**src/rtl/shift_seq_ctrl.sv**
```systemverilog
// Round-robin shared shift/rotate sequencer: IDLE grants a requester, BUSY shifts, DONE pulses ack.
// Optional SHIFT_FAST_EN: BUSY applies the full barrel shift in one edge instead of 1 bit/edge.
module shift_seq_ctrl #(
  parameter int DATA_W = 8,
  parameter int CNT_W  = $clog2(DATA_W)
) (
  input  logic              clk_i,
  input  logic              rst_i,
  input  logic              req0_i,
  input  logic [1:0]        op0_i,
  input  logic [CNT_W-1:0]  cnt0_i,
  input  logic [DATA_W-1:0] rs0_i,
  input  logic              req1_i,
  input  logic [1:0]        op1_i,
  input  logic [CNT_W-1:0]  cnt1_i,
  input  logic [DATA_W-1:0] rs1_i,
  output logic              ack0_o,
  output logic              ack1_o,
  output logic [DATA_W-1:0] res_o,
  output logic              cout_o,
  output logic              busy_o
);

  typedef enum logic [1:0] {ST_IDLE, ST_BUSY, ST_DONE} state_t;

  state_t             state_q, state_d;
  logic [1:0]         op_q, op_d;
  logic [CNT_W-1:0]   rem_q, rem_d;
  logic [DATA_W-1:0]  w_q, w_d;
  logic [DATA_W-1:0]  res_q, res_d;
  logic               cout_q, cout_d;
  logic               id_q, id_d;
  logic               rr_last_q, rr_last_d;

  logic               grant1;
  logic [CNT_W-1:0]   cnt_sel;
  logic [DATA_W-1:0]  rs_sel;
  logic [DATA_W-1:0]  sw;
  logic               sc;

  // Returns {carry, word} after one single-bit step.
  function automatic logic [DATA_W:0] step_f(input logic [1:0] op, input logic [DATA_W-1:0] w);
    case (op)
      2'b00:   step_f = {w[DATA_W-1], w[DATA_W-2:0], 1'b0};
      2'b01:   step_f = {w[0], 1'b0, w[DATA_W-1:1]};
      2'b10:   step_f = {w[DATA_W-1], w[DATA_W-2:0], w[DATA_W-1]};
      default: step_f = {w[0], w[0], w[DATA_W-1:1]};
    endcase
  endfunction

  always_comb begin
    state_d   = state_q;
    op_d      = op_q;
    rem_d     = rem_q;
    w_d       = w_q;
    res_d     = res_q;
    cout_d    = cout_q;
    id_d      = id_q;
    rr_last_d = rr_last_q;
    sw        = w_q;
    sc        = 1'b0;
    grant1    = req1_i & (~req0_i | ~rr_last_q);
    cnt_sel   = grant1 ? cnt1_i : cnt0_i;
    rs_sel    = grant1 ? rs1_i : rs0_i;

    case (state_q)
      ST_IDLE: begin
        if (req0_i | req1_i) begin
          id_d      = grant1;
          rr_last_d = grant1;
          op_d      = grant1 ? op1_i : op0_i;
          w_d       = rs_sel;
          rem_d     = cnt_sel;
          if (cnt_sel == '0) begin
            res_d   = rs_sel;
            cout_d  = 1'b0;
            state_d = ST_DONE;
          end else begin
            state_d = ST_BUSY;
          end
        end
      end
      ST_BUSY: begin
`ifdef SHIFT_FAST_EN
        // Unrolled chain of single steps; rem_q holds the full count here.
        for (int i = 0; i < DATA_W - 1; i++) begin
          if (CNT_W'(i) < rem_q) {sc, sw} = step_f(op_q, sw);
        end
        rem_d   = '0;
        res_d   = sw;
        cout_d  = sc;
        state_d = ST_DONE;
`else
        {sc, sw} = step_f(op_q, w_q);
        w_d      = sw;
        rem_d    = rem_q - CNT_W'(1);
        if (rem_q == CNT_W'(1)) begin
          res_d   = sw;
          cout_d  = sc;
          state_d = ST_DONE;
        end
`endif
      end
      default: state_d = ST_IDLE;
    endcase
  end

  always_ff @(posedge clk_i) begin
    if (rst_i) begin
      state_q   <= ST_IDLE;
      op_q      <= '0;
      rem_q     <= '0;
      w_q       <= '0;
      res_q     <= '0;
      cout_q    <= 1'b0;
      id_q      <= 1'b0;
      rr_last_q <= 1'b1;
    end else begin
      state_q   <= state_d;
      op_q      <= op_d;
      rem_q     <= rem_d;
      w_q       <= w_d;
      res_q     <= res_d;
      cout_q    <= cout_d;
      id_q      <= id_d;
      rr_last_q <= rr_last_d;
    end
  end

  assign ack0_o = (state_q == ST_DONE) & ~id_q;
  assign ack1_o = (state_q == ST_DONE) &  id_q;
  assign res_o  = res_q;
  assign cout_o = cout_q;
  assign busy_o = (state_q != ST_IDLE);

endmodule

```
**config.mk**
```make
export PLATFORM = sky130hd
export DESIGN_NAME = shift_seq_ctrl
export DESIGN_NICKNAME = d
export VERILOG_FILES = /design/src/rtl/shift_seq_ctrl.sv
export SDC_FILE = /design/constraint.sdc
export NUM_CORES = 1
export LEC_CHECK = 0
export BUFFER_PORTS_ARGS = -buffer_cell sky130_fd_sc_hd__buf_2
export CAP_MARGIN = 20
export CORE_UTILIZATION = 45
export DETAILED_ROUTE_END_ITERATION = 10
export GPL_ROUTABILITY_DRIVEN = 0
export HOLD_SLACK_MARGIN = 0.12
export PLACE_DENSITY = 0.76
export RECOVER_POWER = 50
export SETUP_SLACK_MARGIN = 0.15
export SLEW_MARGIN = 10
export SYNTH_ARGS = -nofsm -noshare
export SYNTH_HDL_FRONTEND = slang
export SYNTH_SLANG_ARGS = --single-unit
```
**constraint.sdc**
```tcl
create_clock -name clk_i -period 4 [get_ports clk_i]
set_clock_uncertainty 0.05 [all_clocks]
set_input_delay 0.6 -clock clk_i [delete_from_list [all_inputs] [get_ports clk_i]]
set_output_delay 0.6 -clock clk_i [all_outputs]
set_load 0.01 [all_outputs]
```
==> results of run 1 <==
[cell families (layout without fill, tap and decap cells)]
kind of cell,count (synthesis),count (layout),share of synthesized area [%]
simple gates,47,47,14.4
fa+ha+maj,2,2,1.72
mux,29,29,20.8
buf+inv,14,50,4.04
compound gates,47,47,23.2
flops,26,26,35.8
[critical path, delay by kind of cell]
family / cells / cell delay, ps
compound gates: 1 / 300
buf+inv: 2 / 1270
mux: 1 / 100
[worst max-delay path by stage]
stage | startpoint | to
final | rst_i | res_o[4]$_SDFFE_PP0P_
after CTS | state_q[1]$_SDFFE_PP0P_ | busy_o
after detailed placement | req1_i | res_o[6]$_SDFFE_PP0P_
after global routing | state_q[0]$_SDFFE_PP0P_ | busy_o
after floorplan | req1_i | res_o[4]$_SDFFE_PP0P_
after global placement | req1_i | res_o[4]$_SDFFE_PP0P_
[layout make-up]
type	instances	area share (%)
clock buffers	3	1.33
repair buffers	42	11.8
inverters	5	1.11
flip-flops and latches	26	30.8
multi-input cells	125	51.7
well taps	44	3.26
[sequential cells by signal, indices dropped and copies added (netlist names)]
signal / flops
id_q: 1
state_q: 2
w_q: 8
cout_o: 1
rem_q: 3
res_o: 8
op_q: 2
rr_last_q: 1
[power breakdown]
group / internal [mW] / leakage (nW) / switching, mW
combinational: 0.110 / 0.433 / 0.135
sequential: 0.302 / 0.215 / 0.0368
clock: 0.0353 / 0.0138 / 0.0774
[per-layer routing]
| metal | GRT usage [%] | share of wire (%) | up-vias | wire [um] |
|---|---|---|---|---|
| li1 | - | - | 679 | - |
| met5 | 0 | 0 | - | 0 |
| met1 | 22.0 | 45 | 612 | 1430 |
| met2 | 37.5 | 50 | 32 | 1560 |
| met4 | 8.50 | 1.1 | 0 | 36 |
| met3 | 4.84 | 3.7 | 4 | 115 |
[layout by cell type (no fill, tap or decap)]
cell type,netlist,layout
buf_4,1,1
nor3_1,3,3
clkbuf_4,0,3
nor3b_1,2,2
a211o_1,1,1
nor2b_1,1,1
buf_2,2,30
mux2_1,0,2
a21boi_4,1,1
and3_1,1,1
or2_2,1,1
o211ai_1,17,17
nor4_1,1,1
clkinv_1,1,1
clkbuf_1,6,11
a211oi_1,3,3
dfxtp_1,26,26
a221oi_1,1,1
nor2_1,6,7
nand3_1,2,2
a31o_2,2,2
mux2_2,10,8
mux2i_1,19,19
o21a_1,1,1
a21boi_0,1,1
nand2_1,26,26
a21oi_1,13,13
o21ai_0,3,3
inv_1,4,4
ha_1,2,2
nand2b_1,3,3
a21o_1,1,1
a21oi_4,1,1
a22oi_1,2,2
==> impl_metrics.ini, run 1 <==
[synthesis]
async_flop_share_pct = 0
synth_area_mm2 = 0.00146
yosysTopAreaCell = dfxtp_1
ys.flop_type = dfxtp_1
synth_area_leaders = dfxtp_1, mux2i_1, o211ai_1, mux2_2, nand2_1
synth_area_per_cell_um2 = 8.82
synth_common_cells = dfxtp_1, nand2_1, mux2i_1
synth-edff-count = 0
yosysTopAreaCellShare_pct = 35.8
synth-seq-cells = 26
yosysWarnings = 0
syn_inst = 165
synth_seq_area_share_pct = 35.8
syn_nets = 197
synth_cell_types = 33

[hold_path]
min_path_cells = 2
min_from = res_o[2]$_SDFFE_PP0P_
hold_end = res_o[2]$_SDFFE_PP0P_
min-delay-path-class = reg -> reg

[clocking]
cts_setup_buffers = 0
cts.sink_count = 26
clockBufferDepth = 2
cts_tree = done
cts_resized = 0
cts_root_buffer = clkbuf_4
htree_levels = 1
cts_buffers = 3
clk_latency_ps = 320
cts.clk_slew.worst_paths_ps = 130
cts_hold_buf = 0

[power]
power_per_cell_area_mw_per_mm2 = 412
total_power_mw = 0.697
peakVddDrop_mv = 0.236
p_leak_nw = 0.661

[setup_path]
critPathLaunchType = input port
crit_type = in -> reg
reg2reg_depth = 4
crit_chain = clkbuf_1, clkinv_1, o211ai_1, mux2i_1
regToRegEndpoint = res_o[3]$_SDFFE_PP0P_
cp.required_ps = 4160
worstSetupEndpointType = flop
slowest_delay_ps = 700
critPathSlowestCell = clkinv_1
worst-endpoint-arrival_ps = 2280
regToRegStartpoint = rr_last_q$_SDFFE_PP1P_
r2r_slack_ps = 2150
cp_max_fo = 19

[detailed_routing]
routed_wl_mm = 3.15
drtPass1Iterations = 4
avgViaCountPerCell = 5.42
wl_per_cell_um = 12.8
vias = 1327
initialDrtViolationCount = 33
ant_nets = 0
drc = 0

[timing]
finalHoldViolCount = 0
min_period_ps = 2120
fin_ws_ps = 1880
worst_pin_slew_ps = 775
finalSetupViolCount = 0
fmax_mhz = 472
period_share_pct = 53.0
report.final.slew_viol_count = 0
rsz0062_at_grt = false
finalSetupTns_ps = 0
hold_ws_ps = 416
relSlewSlack_pct = 48.3

[place]
pre_cts_slack_ps = 1760
placedCellCount = 242
dpl_cell_area_mm2 = 0.00168
port-buffer-count = 41
dp_hpwl_mm = 2.35

[layout]
diodes = 0
drive_gt1_share_pct = 23.4
syn_to_final_growth_pct = 16.1
fill_cells = 317
nets = 235
instances_no_fill = 245
regArea_um2 = 520
finish.instance_area_mm2 = 0.00169
final_core_util_pct = 55.3
multiInputGateArea_um2 = 873

[grt]
antenna_found_initial = 0
grt_usage_pct = 20.3
grt_pass1_vias = 1307
grt_overflow_total = 0
grt_pass1_wl_mm = 5.28
grt_max_degree = 26

[floorplan]
die_x_um = 58.9
fp.dieH_um = 58.9
initial_core_util_pct = 47.7
pin_count = 42
rows = 20
core_area_mm2 = 0.00305
die-area_mm2 = 0.00347

[run_status]
status = finished clean

[flow_run]
maxCapViolations = 0
(Power assumes the default switching activity.)
==> run 2, diff against run 1 <==
Clock period 4 ns to 2.1 ns, I/O delays scaled along.
==> impl_metrics.ini, run 2 (same netlist as run 1, synthesis figures left out) <==
[detailed_routing]
avgViaCountPerCell = 5.49
wl_per_cell_um = 13.4
ant_nets = 0
vias = 1367
drc = 0
drtPass1Iterations = 4
dr.max_layer_used = met4
wl_met3_um = 128
routed-wl-met2_mm = 1.66
drt-met1-wl_mm = 1.51
routed_wl_mm = 3.33
initialDrtViolationCount = 80

[floorplan]
die_x_um = 58.9
rows = 20
initial_core_util_pct = 47.7
die-area_mm2 = 0.00347
pin_count = 42
fp.dieH_um = 58.9
core_area_mm2 = 0.00305

[power]
peakVddDrop_mv = 0.440
p_leak_nw = 0.684
total_power_mw = 1.39
power_per_cell_area_mw_per_mm2 = 802

[grt]
grt_usage_pct = 20.2
antenna_found_initial = 0
grt_overflow_total = 0
grt_pass1_vias = 1268
grt_max_degree = 28
grt_pass1_wl_mm = 5.31

[setup_path]
critPathLaunchType = flop
path_delay_family = simple AND/OR/NAND/NOR gates
cp_max_fo = 8
slowest_delay_ps = 480
worst-endpoint-arrival_ps = 1430
cp.required_ps = 1740
r2r_slack_ps = 370
crit_chain = nor2_1, inv_1, buf_2
reg2reg_depth = 4
worstSetupEndpointType = primary output
critPathSlowestCell = nor2_1
regToRegEndpoint = res_o[6]$_SDFFE_PP0P_
crit_type = reg -> out
regToRegStartpoint = rr_last_q$_SDFFE_PP1P_
cp_num_buf_inv = 2

[timing]
finalSetupViolCount = 0
worst_pin_slew_ps = 568
fmax_mhz = 558
period_share_pct = 85.4
min_period_ps = 1790
finalSetupTns_ps = 0
finalHoldViolCount = 0
report.final.slew_viol_count = 0
relSlewSlack_pct = 62.0
rsz0062_at_grt = false

[layout]
final_cell_mix = buf_2, nand2_1, dfxtp_1, mux2i_1, o211ai_1
nets = 238
drive_gt1_share_pct = 25.9
syn_to_final_growth_pct = 18.7
diodes = 0
final_common_cell = buf_2

[clocking]
cts_setup_buffers = 0
cts_root_buffer = clkbuf_4
clk_latency_ps = 330
cts_tree = done
clockBufferDepth = 2
cts_buffers = 3
cts_hold_buf = 0
cts.clk_slew.worst_paths_ps = 150
cts.sink_count = 26
cts_resized = 0
htree_levels = 1

[hold_path]
min_from = op0_i[0]
min-delay-path-class = in -> reg
min_path_cells = 3
hold_end = op_q[0]$_SDFFE_PP0P_

[place]
dp_hpwl_mm = 2.48
port-buffer-count = 41

[run_status]
status = finished clean

[flow_run]
maxCapViolations = 0
run 2: cell type report:
cell class,count,area [um2]
Clock buffer,4,36.3
Fill cell,287,1330
Tap cell,44,55.1
Timing Repair Buffer,45,223
Sequential cell,26,520
Inverter,5,18.8
Multi-Input combinational cell,125,873
run 2: tightest hold or removal path: stages:
cell and delay [ps]:
buf_2 90, mux2i_1 120, a211oi_1 90
run 2: report_power, final:
group          internal [mW]  leakage [nW]  switching (mW)
sequential             0.575         0.215          0.0706
clock                  0.106        0.0210           0.155
combinational          0.214         0.449           0.264
run 2: worst max-delay path by stage:
stage,endpoint,slack [ps],cells after the start,start
after floorplan,res_o[4]$_SDFFE_PP0P_,600,5,req1_i
after global placement,res_o[5]$_SDFFE_PP0P_,320,5,req1_i
after detailed placement,res_o[6]$_SDFFE_PP0P_,260,5,req1_i
after CTS,res_o[6]$_SDFFE_PP0P_,360,4,rr_last_q$_SDFFE_PP1P_
after global routing,busy_o,170,3,state_q[1]$_SDFFE_PP0P_
final,busy_o,310,3,state_q[1]$_SDFFE_PP0P_
run 2: per-layer routing:
layer	GRT usage (%)	vias up
li1	-	683
met1	23.7	634
met2	36.4	46
met3	4.40	4
met4	6.12	0
met5	0	-
run 2: metrics by stage:
step	utilization [%]	hold WS (ps)	instances	area (um2)	setup WS, ps
4_1_cts	57.0	256	249	1740	364
5_1_grt	56.6	258	249	1730	173
3_5_place_dp	55.9	398	245	1710	255
2_1_floorplan	-	398	165	1460	601
6_report	56.6	257	249	1730	307
3_3_place_gp	55.9	391	245	1710	324
==> run 3, diff against run 2 <==
Settings changed: ABC_AREA from default to 1, PLACE_DENSITY 0.76 to 0.75.
==> impl_metrics.ini, run 3 <==
[setup_path]
worstSetupEndpointType = flop
path_delay_family = simple AND/OR/NAND/NOR gates
critPathSlowestCell = dfxtp_1
slowest_delay_ps = 360
cp.depth = 9
reg2reg_depth = 9
crit_chain = nand2_1, nand2_2, nand2_1, nand2_1, nand3_1, nand2_2, nand2_4, nor2_1, nor2_1
critPathLaunchType = flop
cp_max_fo = 21
cp_num_buf_inv = 0
cp.required_ps = 2290
worst-endpoint-arrival_ps = 1800
crit_type = reg -> reg
crit_top_cell = nand2_1

[detailed_routing]
routed_wl_mm = 3.33
drc = 0
wl_per_cell_um = 10.5
drtPass1Iterations = 4
routed-wl-met2_mm = 1.65
dr.max_layer_used = met4
drt-met1-wl_mm = 1.52
wl_met3_um = 125
avgViaCountPerCell = 4.78
vias = 1512
ant_nets = 0
initialDrtViolationCount = 87

[timing]
finalSetupViolCount = 0
fmax_mhz = 621
rsz0062_at_grt = false
min_period_ps = 1610
report.final.slew_viol_count = 0
period_share_pct = 76.7
worst_pin_slew_ps = 385
finalHoldViolCount = 0
finalSetupTns_ps = 0
relSlewSlack_pct = 74.3
hold_ws_ps = 167

[layout]
final_common_cell = nand2_1
drive_gt1_share_pct = 17.3
final_cell_mix = nand2_1, inv_1, buf_2, nor2_1, dfxtp_1
instances_no_fill = 316
diodes = 0
final_core_util_pct = 56.5
syn_to_final_growth_pct = 17.2
nets = 305

[place]
placedCellCount = 312
dp_hpwl_mm = 2.43
port-buffer-count = 41

[floorplan]
rows = 20
die_x_um = 59.6
core_area_mm2 = 0.00310
die-area_mm2 = 0.00356
pin_count = 42
initial_core_util_pct = 48.2
fp.dieH_um = 59.6

[synthesis]
synth_area_mm2 = 0.00150
synth-compound-area-share_pct = 20.1
yosysTopAreaCell = dfxtp_1
synth.most_common_cell = nand2_1
synth_area_leaders = dfxtp_1, nand2_1, inv_1, o21ai_0, nor2_1
ys.flop_type = dfxtp_1
synth_top_family_by_area = simple AND/OR/NAND/NOR gates
async_flop_share_pct = 0
yosysWarnings = 0
synth-seq-cells = 26
synth-xor-area-share_pct = 0
syn_nets = 265
synth_mux_area_share_pct = 0
synth_cell_types = 27
yosysTopAreaCellShare_pct = 34.8
synth_fa_ha_area_share_pct = 1.67
synth_area_per_cell_um2 = 6.42
synth_common_cells = nand2_1, inv_1, nor2_1
synth_seq_area_share_pct = 34.8
yosys.area_share.simple_pct = 28.5
synth-edff-count = 0
syn_inst = 233

[power]
p_leak_nw = 0.958
power_per_cell_area_mw_per_mm2 = 869
peakVddDrop_mv = 0.436

[flow_run]
maxCapViolations = 0

[clocking]
cts_buffers = 3
clockBufferDepth = 2
cts.clk_slew.worst_paths_ps = 150
htree_levels = 1
cts.sink_count = 26
clk_latency_ps = 330
cts_root_buffer = clkbuf_4
cts_setup_buffers = 0
cts_tree = done

[run_status]
status = finished clean

[grt]
antenna_found_initial = 0
grt_overflow_total = 0
grt_usage_pct = 20.4
grt_pass1_wl_mm = 5.46
grt_pass1_vias = 1341
grt_max_degree = 22

[hold_path]
min_path_cells = 2
min-delay-path-class = in -> reg
[run 3: changes by cell type after synthesis, sizes merged, moves of 5 or more]
cell	previous run	this run
o21ai	3	29
nand3	2	7
nor2	7	28
nand2	26	61
mux2i	19	0
o22ai	0	5
inv	4	43
a21oi	14	8
mux2	10	0
o211ai	17	0
o21bai	0	6
[run 3: worst reg2reg max path: stages (launching register included)]
cell     delay (ps)
dfxtp_1         360
nand2_1         110
nand2_2         270
nand2_1         120
nand2_1          80
nand3_1         110
nand2_2         100
nand2_4         120
nor2_1          140
nor2_1           60
[run 3: layout make-up]
cell class	instances	area (um2)
clock buffers	3	22.5
well taps	44	55.1
flip-flops and latches	26	520
inverters	44	166
fillers	354	1350
clock inverters	1	30.0
repair buffers	43	209
multi-input cells	155	749
[run 3: metal layers]
layer	GRT usage, %	up-vias
li1	-	806
met1	24.4	659
met2	37.1	43
met3	2.18	4
met4	7.97	0
met5	0	-
[run 3: final timing paths]
kind                                             start                endpoint  slack (ps)
worst max-delay path            rr_last_q$_SDFFE_PP1P_   res_o[0]$_SDFFE_PP0P_         490
worst min register to register  rr_last_q$_SDFFE_PP1P_  rr_last_q$_SDFFE_PP1P_         430
worst min-delay path                             rst_i   rem_q[1]$_SDFFE_PP0P_         170
worst max register to register  rr_last_q$_SDFFE_PP1P_   res_o[0]$_SDFFE_PP0P_         490
[run 3: timing repair]
action | CTS | global route
resized for setup | 0 | 1
hold buffers | 0 | 0
setup endpoints to repair | 0 | 9
[run 3: power by group]
group	internal, mW	total (mW)	leakage, nW	switching (mW)
Clock	0.193	0.349	0.0279	0.156
Sequential	0.586	0.645	0.215	0.0590
Combinational	0.192	0.530	0.715	0.338
[run 3: cell families after synthesis]
logic type,count (synthesis)
DFF,26
AOI/OAI and AO/OA,52
adders and majority gates,2
and+or+nand+nor,101
buffers and inverters,52
[run 3: stage by stage]
step | setup slack [ps] | cell area (um2) | power (mW)
after CTS | 314 | 1770 | 1.54
final | 489 | 1750 | 1.52
after global routing | 293 | 1750 | 1.65
after floorplan | 710 | 1500 | 1.06
after global placement | 266 | 1710 | 1.19
after detailed placement | 239 | 1710 | 1.19
